<file path="src/rtl/elastic_pipe.sv">
// -----------------------------------------------------------------------------
// elastic_pipe
//
// Parametrised chain of pipeline registers with a valid/ready handshake on both
// ends. It replaces a run of fixed inter-stage latches (IF/ID, ID/EX, ...). Any
// hazard or branch logic steers it only through the handshake and flush.
//
// Each stage k (0 = input side, DEPTH-1 = output side) holds a valid bit and a
// payload. A valid entry moves forward whenever the slot ahead is empty or is
// itself moving. Bubbles therefore collapse even while the output is stalled.
//
// Optional feature (macro ELASTIC_PIPE_SKID_EN):
//   This macro adds a one-entry skid register behind the last stage. With it,
//   in_ready_o and every internal advance depend only on registered state, so
//   there is no combinational path from out_ready_i to in_ready_o. Capacity
//   becomes DEPTH+1. Unstalled latency and throughput do not change.
//
// Parameters:
//   WIDTH  payload bits per stage
//   DEPTH  number of register stages (1..16)
//   CNT_W  width of occupancy_o (derived, leave at default)
//
// Ports:
//   clk_i        clock, rising edge
//   rst_i        asynchronous reset, active low
//   start_i      run enable; low freezes all state
//   flush_i      drop every held entry on the next edge (overrides start_i)
//   in_valid_i   upstream presents a payload
//   in_ready_o   chain accepts a payload this cycle
//   in_data_i    upstream payload
//   out_valid_o  oldest entry is available at the output
//   out_ready_i  downstream consumes this cycle
//   out_data_o   output payload (holds its last value when empty)
//   occupancy_o  registered count of valid entries held
// -----------------------------------------------------------------------------
module elastic_pipe #(
  parameter int WIDTH = 32,
  parameter int DEPTH = 3,
  parameter int CNT_W = $clog2(DEPTH + 2)
) (
  input  logic             clk_i,
  input  logic             rst_i,
  input  logic             start_i,
  input  logic             flush_i,
  input  logic             in_valid_i,
  output logic             in_ready_o,
  input  logic [WIDTH-1:0] in_data_i,
  output logic             out_valid_o,
  input  logic             out_ready_i,
  output logic [WIDTH-1:0] out_data_o,
  output logic [CNT_W-1:0] occupancy_o
);

  localparam int LAST = DEPTH - 1;

  // Stage state
  logic [DEPTH-1:0] r_v;
  logic [WIDTH-1:0] r_d [DEPTH];
  logic [CNT_W-1:0] r_occ;

  // Per-cycle control
  logic             w_run;
  logic             w_acc;
  logic [DEPTH-1:0] w_adv;
  logic [DEPTH-1:0] w_fill;
  logic [DEPTH-1:0] w_v_nxt;
  logic [WIDTH-1:0] w_src [DEPTH];
  logic [CNT_W-1:0] w_occ_nxt;

`ifdef ELASTIC_PIPE_SKID_EN
  logic             r_skid_v;
  logic [WIDTH-1:0] r_skid_d;
  logic             w_skid_v_nxt;
  logic             w_skid_load;
`endif

  // The chain only moves when it is enabled and no flush is pending.
  assign w_run = start_i & ~flush_i;

`ifdef ELASTIC_PIPE_SKID_EN
  // The skid entry is always older than the last stage, so it is presented first.
  assign out_valid_o = w_run & (r_skid_v | r_v[LAST]);
  assign out_data_o  = r_skid_v ? r_skid_d : r_d[LAST];
`else
  assign out_valid_o = w_run & r_v[LAST];
  assign out_data_o  = r_d[LAST];
`endif

  // Stage 0 can take a new payload when it is empty or its entry moves on.
  // The rst_i term keeps the handshake closed while reset is held.
  assign in_ready_o  = rst_i & w_run & (~r_v[0] | w_adv[0]);
  assign w_acc       = in_valid_i & in_ready_o;
  assign occupancy_o = r_occ;

  // Advance chain, computed from the output side back to the input side
  always_comb begin
    w_adv = {DEPTH{1'b0}};
`ifdef ELASTIC_PIPE_SKID_EN
    // The last stage empties whenever the skid slot is free. Its entry is
    // either consumed directly or parked in the skid slot. This uses only
    // registered state, which is what breaks the out_ready_i ripple.
    w_adv[LAST] = w_run & r_v[LAST] & ~r_skid_v;
`else
    w_adv[LAST] = out_valid_o & out_ready_i;
`endif
    for (int k = DEPTH - 2; k >= 0; k--) begin
      w_adv[k] = w_run & r_v[k] & (~r_v[k+1] | w_adv[k+1]);
    end
  end

  // Load enables, data sources and next valid vector for every stage
  always_comb begin
    w_fill    = {DEPTH{1'b0}};
    w_v_nxt   = {DEPTH{1'b0}};
    w_fill[0] = w_acc;
    w_src[0]  = in_data_i;
    for (int k = 1; k < DEPTH; k++) begin
      w_fill[k] = w_adv[k-1];
      w_src[k]  = r_d[k-1];
    end
    for (int k = 0; k < DEPTH; k++) begin
      if (flush_i) begin
        w_v_nxt[k] = 1'b0;
      end else begin
        w_v_nxt[k] = (r_v[k] & ~w_adv[k]) | w_fill[k];
      end
    end
  end

`ifdef ELASTIC_PIPE_SKID_EN
  // Skid slot next state: it is captured only when the last stage leaves
  // unconsumed, and it is released when it is consumed.
  always_comb begin
    w_skid_load = w_adv[LAST] & ~out_ready_i;
    if (flush_i) begin
      w_skid_v_nxt = 1'b0;
    end else if (r_skid_v) begin
      w_skid_v_nxt = ~(out_valid_o & out_ready_i);
    end else begin
      w_skid_v_nxt = w_skid_load;
    end
  end
`endif

  // Population count of the next valid state, registered as occupancy
  always_comb begin
    w_occ_nxt = {CNT_W{1'b0}};
    for (int k = 0; k < DEPTH; k++) begin
      w_occ_nxt = w_occ_nxt + CNT_W'(w_v_nxt[k]);
    end
`ifdef ELASTIC_PIPE_SKID_EN
    w_occ_nxt = w_occ_nxt + CNT_W'(w_skid_v_nxt);
`endif
  end

  // State registers; data moves only with its valid, and flush leaves data intact
  always_ff @(posedge clk_i or negedge rst_i) begin
    if (!rst_i) begin
      r_v   <= {DEPTH{1'b0}};
      r_occ <= {CNT_W{1'b0}};
      for (int k = 0; k < DEPTH; k++) begin
        r_d[k] <= {WIDTH{1'b0}};
      end
`ifdef ELASTIC_PIPE_SKID_EN
      r_skid_v <= 1'b0;
      r_skid_d <= {WIDTH{1'b0}};
`endif
    end else begin
      r_v   <= w_v_nxt;
      r_occ <= w_occ_nxt;
      for (int k = 0; k < DEPTH; k++) begin
        if (w_fill[k]) begin
          r_d[k] <= w_src[k];
        end
      end
`ifdef ELASTIC_PIPE_SKID_EN
      r_skid_v <= w_skid_v_nxt;
      if (w_skid_load) begin
        r_skid_d <= r_d[LAST];
      end
`endif
    end
  end

endmodule

</file>
<file path="config.mk">
export PLATFORM = sky130hd
export DESIGN_NAME = elastic_pipe
export DESIGN_NICKNAME = d
export VERILOG_FILES = /design/src/rtl/elastic_pipe.sv
export SDC_FILE = /design/constraint.sdc
export NUM_CORES = 1
export LEC_CHECK = 0
export ABC_AREA = 1
export CAP_MARGIN = 20
export CORE_MARGIN = 2
export CORE_UTILIZATION = 56
export CTS_CLUSTER_DIAMETER = 80
export DETAILED_ROUTE_END_ITERATION = 12
export PLACE_DENSITY = 0.81
export SYNTH_ARGS = -nofsm -noshare
export SYNTH_HDL_FRONTEND = slang
export SYNTH_SLANG_ARGS = --single-unit
</file>
<file path="constraint.sdc">
create_clock -name clk_i -period 2.6 [get_ports clk_i]
set_input_delay 0.39 -clock clk_i [delete_from_list [all_inputs] [get_ports clk_i]]
set_output_delay 0.39 -clock clk_i [all_outputs]
set_load 0.01 [all_outputs]
</file>
# Word level (Yosys, flattened, before mapping)
# Cells that the tools add are included.
# W data, S select, Z words.
# totals
out_inout_bits,37
input_bits,38
ff_bits,102
elab_cells,36
# classes
addsub,2
n_bitwise,26
mux,3
# ops
op,n
$and A1 B1 Y1,13
$not A1 Y1,7
$or A1 B1 Y1,6
$add A2 B1 Y3,1
$mux W1,3
$add A1 B1 Y2,1

# Depth between registers and ports, before layout
# depth
ltp_word,15
ltp_mapped,11
mapped_depth_nobuf,11

# Worst setup path after synthesis
# OpenSTA, ideal clock, no wires.
# synth_path
path_type,input -> register
startpoint,in flush_i
endpoint,reg r_occ[0] (netlist: occupancy_o[0])
t_arrival_ns,1.628
setup_slack_ns,0.836
path_buffers,0
setup_time_ns,0.136
t_required_ns,2.464
stages,9
path_cell_list,inv_2 nand2_2 nor2_1 nand2_4 nand2_4 o21ai_0 nand2_1 inv_1 fa_1
# synth_between
elab_chain_len,15
# synth_rtl
element,line_no,rtl
start: declaration,44,"input logic flush_i,"
$not A1 Y1,78,assign w_run = start_i & ~flush_i;
$and A1 B1 Y1,78,
$and A1 B1 Y1,85,assign out_valid_o = w_run & r_v[LAST];
$and A1 B1 Y1,104,w_adv[LAST] = out_valid_o & out_ready_i;
$or A1 B1 Y1,107,w_adv[k] = w_run & r_v[k] & (~r_v[k+1] | w_adv[k+1]);
$and A1 B1 Y1,107,
$or A1 B1 Y1,107,
$and A1 B1 Y1,107,
$or A1 B1 Y1,91,assign in_ready_o = rst_i & w_run & (~r_v[0] | w_adv[0]);
$and A1 B1 Y1,91,
$and A1 B1 Y1,92,assign w_acc = in_valid_i & in_ready_o;
$or A1 B1 Y1,125,w_v_nxt[k] = (r_v[k] & ~w_adv[k]) | w_fill[k];
$mux W1 *,122,if (flush_i) begin
named net w_v_nxt[0],66,logic [DEPTH-1:0] w_v_nxt;
$add A1 B1 Y2 *,149,w_occ_nxt = w_occ_nxt + CNT_W'(w_v_nxt[k]);
$add A2 B1 Y3 *,149,
named net w_occ_nxt[0],68,logic [CNT_W-1:0] w_occ_nxt;
end signal: assignment,160,r_occ <= {CNT_W{1'b0}};
end signal: assignment,170,r_occ <= w_occ_nxt;
end: declaration,59,logic [CNT_W-1:0] r_occ;
# The timed path passes the listed nets; every way through them passes the cells marked *.
# A chain may end at the register's enable or synchronous reset.

# Worst setup path in the final report
# layout_path
startpoint,in flush_i
endpoint,out out_valid_o
# layout_between
elab_chain_len,3
# layout_rtl
element,line_no,rtl
$not A1 Y1,78,
$and A1 B1 Y1,78,
$and A1 B1 Y1,85,
end: declaration,48,"output logic out_valid_o,"
# Every way passes these cells.

==> summary.txt <==
Clock network
  • Root Driver: clkbuf_8
  • CTS Sinks: between 100 and 150
  • H-tree levels: 3
  • Worst-path clk slew: ~0.090 ns
  • CTS Buf Count: 9
  • Later-pin clock latency in the skew report: 0.36 ns
  • Hold buffer count at cts: 0
  • Longest Clk Path Bufs: 2
  • CTS tree: built

Drt
  • Via count: approximately 3.0k
  • Starting DRT DRC Count: between 200 and 250
  • Antenna-violating nets left: 0
  • Routed met2 length: roughly 3.9 mm
  • Met3 routed WL: 444 um
  • Final wirelength: between 8 and 9 mm
  • Wire per inst: roughly 14 um
  • WL met1: between 3 and 4 mm
  • Pre-antenna DRT Iters: 4
  • Highest metal used: met4
  • Via density: a little over 5
  • DRC: 0

Place
  • Placer Congestion: 0.7955
  • Placed cell areas: around 4700 um2
  • Pre-CTS setup slack: ~0.12 ns
  • Hpwl dp: between 5 and 6 mm
  • # placed instances: 562
  • Buffers on Ports: 73

Floorplanning
  • Die Outline Area: ~8000 um2
  • Core box area: approximately 7300 um2
  • Row count: 31
  • Die height: just over 90 um
  • I/O pin total: 75
  • Die width: between 90 and 100 um
  • Initial Util: around 58%

Job
  • Max Cap Viol: 0

Setup path
  • FF-to-FF End: r_d[76]$_DFFE_PN0P_
  • WS Path Type: primary input to primary output
  • CP max FO: 6
  • CP most frequent cell: clkdlybuf4s50_1
  • Slowest-stage cell, CP: clkdlybuf4s50_1
  • Crit path largest cell delay: about 0.54 ns
  • WP depth: 5
  • R2r setup slk: 0.71 ns
  • R2R cell count: 8
  • Crit path cell chain: clkdlybuf4s50_1 -> inv_2 -> nand2_2 -> nor2_1 -> clkdlybuf4s50_1
  • WP data required: 2.21 ns
  • CP Buf/Inv Count: 3
  • Worst R2R Start: r_v[0]$_DFF_PN0_
  • Worst setup startpoint: flush_i
  • Crit path launch type: primary input
  • Critical path capture point: out_valid_o
  • CP endpoint kind: primary output
  • WP data arrival: approximately 1.7 ns
  • Crit path max-delay family: buffers and inverters

Layout
  • Fill count: 584
  • Post-route insts no fill: 578
  • Layout cells sized above 1: approximately 8%
  • Most frequent cells in the layout: nand2_1, dfrtp_1, clkdlybuf4s50_1
  • Finished Cell Area: between 4000 and 5000 um2
  • ANT cells: 0
  • Final nets: roughly 510
  • P&R area growth vs syn: 17.67%

STA
  • Layout Skew: around 0.005 ns
  • Final Hold Violating Endpoints: 0
  • Pins Over Slew Limit: 0
  • Period utilization: around 81%
  • Unrepaired setup endpoints after global routing: no
  • Crit path time final: 2.108 ns
  • Slew @ Worst Pin: between 0.6 and 0.7 ns
  • Endpoints failing setup: 0
  • Sum Neg Setup Slack: 0 ns
  • Fmax: 474.5 MHz
  • Final WS setup: between 0.4 and 0.5 ns
  • Rel. slew slack: 54.02%

Hold path
  • Worst hold path type: primary input to asynchronous set/reset pin

GRT
  • Initial antenna violation count: 0
  • Number of global-route vias before repair: 2896
  • Total congestion overflow: 0
  • First-pass GRT wire length: between 10 and 15 mm
  • Maximum number of pins on one net before global-route repair: 62
  • Gr usage total: a little over a fifth

Synthesis
  • Synth Cell Area: around 4200 um2
  • Post-Syn Area per Cell: between 9 and 10 um2
  • Syn. warnings: 0
  • Synth Instances: roughly 440
  • Flops & latches, synth: 101
  • Post-synth net total: roughly 480
  • Synth cell types: 22
  • Seq/Total Area, Yosys: 60.08%

Pwr
  • Leakage dissipation: about 2.5 nW
  • Worst vdd ir: around 0.34 mV
  • Power Dens Cells: about 810 nW/um2
  • Total power: about 4 mW

Outcome
  • Status: complete, no violations
worst min path at each step:
stage / cells past startpoint / slack [ns] / end
2_1_floorplan: 0 / 0.09 / occupancy_o[0]$_DFF_PN0_
3_3_place_gp: 2 / 0.45 / r_d[60]$_DFFE_PN0P_
3_5_place_dp: 2 / 0.46 / r_d[66]$_DFFE_PN0P_
4_1_cts: 2 / 0.15 / out_data_o[4]$_DFFE_PN0P_
5_1_grt: 2 / 0.17 / out_data_o[1]$_DFFE_PN0P_
6_report: 2 / 0.13 / out_data_o[4]$_DFFE_PN0P_
kinds of logic after synthesis:
logic type	share of synthesized area [%]
multiplexers	0.8030
buffers and inverters	12.34
AO/OA/AOI/OAI	7.436
adder cells (fa/ha/maj)	0.4759
AND/OR/NAND/NOR	18.77
flip-flops	60.08
other	0.08915
cell usage after synthesis, drive strengths merged:
cell / count / area, um2
o21ai: 30 / 150.1
mux2: 3 / 33.78
a21oi: 30 / 150.1
nor2: 33 / 126.4
dfrtp: 101 / 2527
clkbuf: 7 / 26.28
buf: 51 / 354.1
nand4: 32 / 200.2
nand2: 106 / 425.4
fa: 1 / 20.02
o22ai: 2 / 12.51
inv: 37 / 138.9
nand3: 5 / 37.54
conb: 1 / 3.750
sequential cells by signal (all words and copies together) (netlist names):
signal,cells
occupancy_o,2
out_data_o,32
r_v,3
r_d,64
power breakdown:
group          internal [mW]  leakage (nW)  switching (mW)  total [mW]
Sequential              1.95          1.23           0.179        2.13
Combinational          0.453          1.16           0.415       0.868
Clock                  0.448        0.0918           0.541       0.989
through the flow:
step | utilization [%] | hold WS [ns]
after floorplan | - | 0.09441
after global placement | 65.46 | 0.4501
after detailed placement | 65.46 | 0.4589
after CTS | 68.21 | 0.1473
after global routing | 68.24 | 0.1685
final | 68.24 | 0.1332
routing by layer:
metal  GRT usage [%]  up-vias
met5               0        -
met4           7.949        0
met3           5.760       11
met2           32.52       91
li1                -     1442
met1           30.42     1424
final cells by class:
class,instances,area [um2],area share [%]
timing repair buffer,82,798.3,16.13
clock buffer,9,123.9,2.503
tap,99,123.9,2.503
inverter,37,138.9,2.806
multi-input combinational,243,1162,23.48
clock inverter,7,75.07,1.517
sequential,101,2527,51.06
what timing repair did:
item	4_1_cts	5_1_grt
resized for setup	0	1
endpoints found under the setup margin	0	1
buffers inserted	0	0
hold endpoints to repair	0	0
Power figures use the tool's default switching activity.
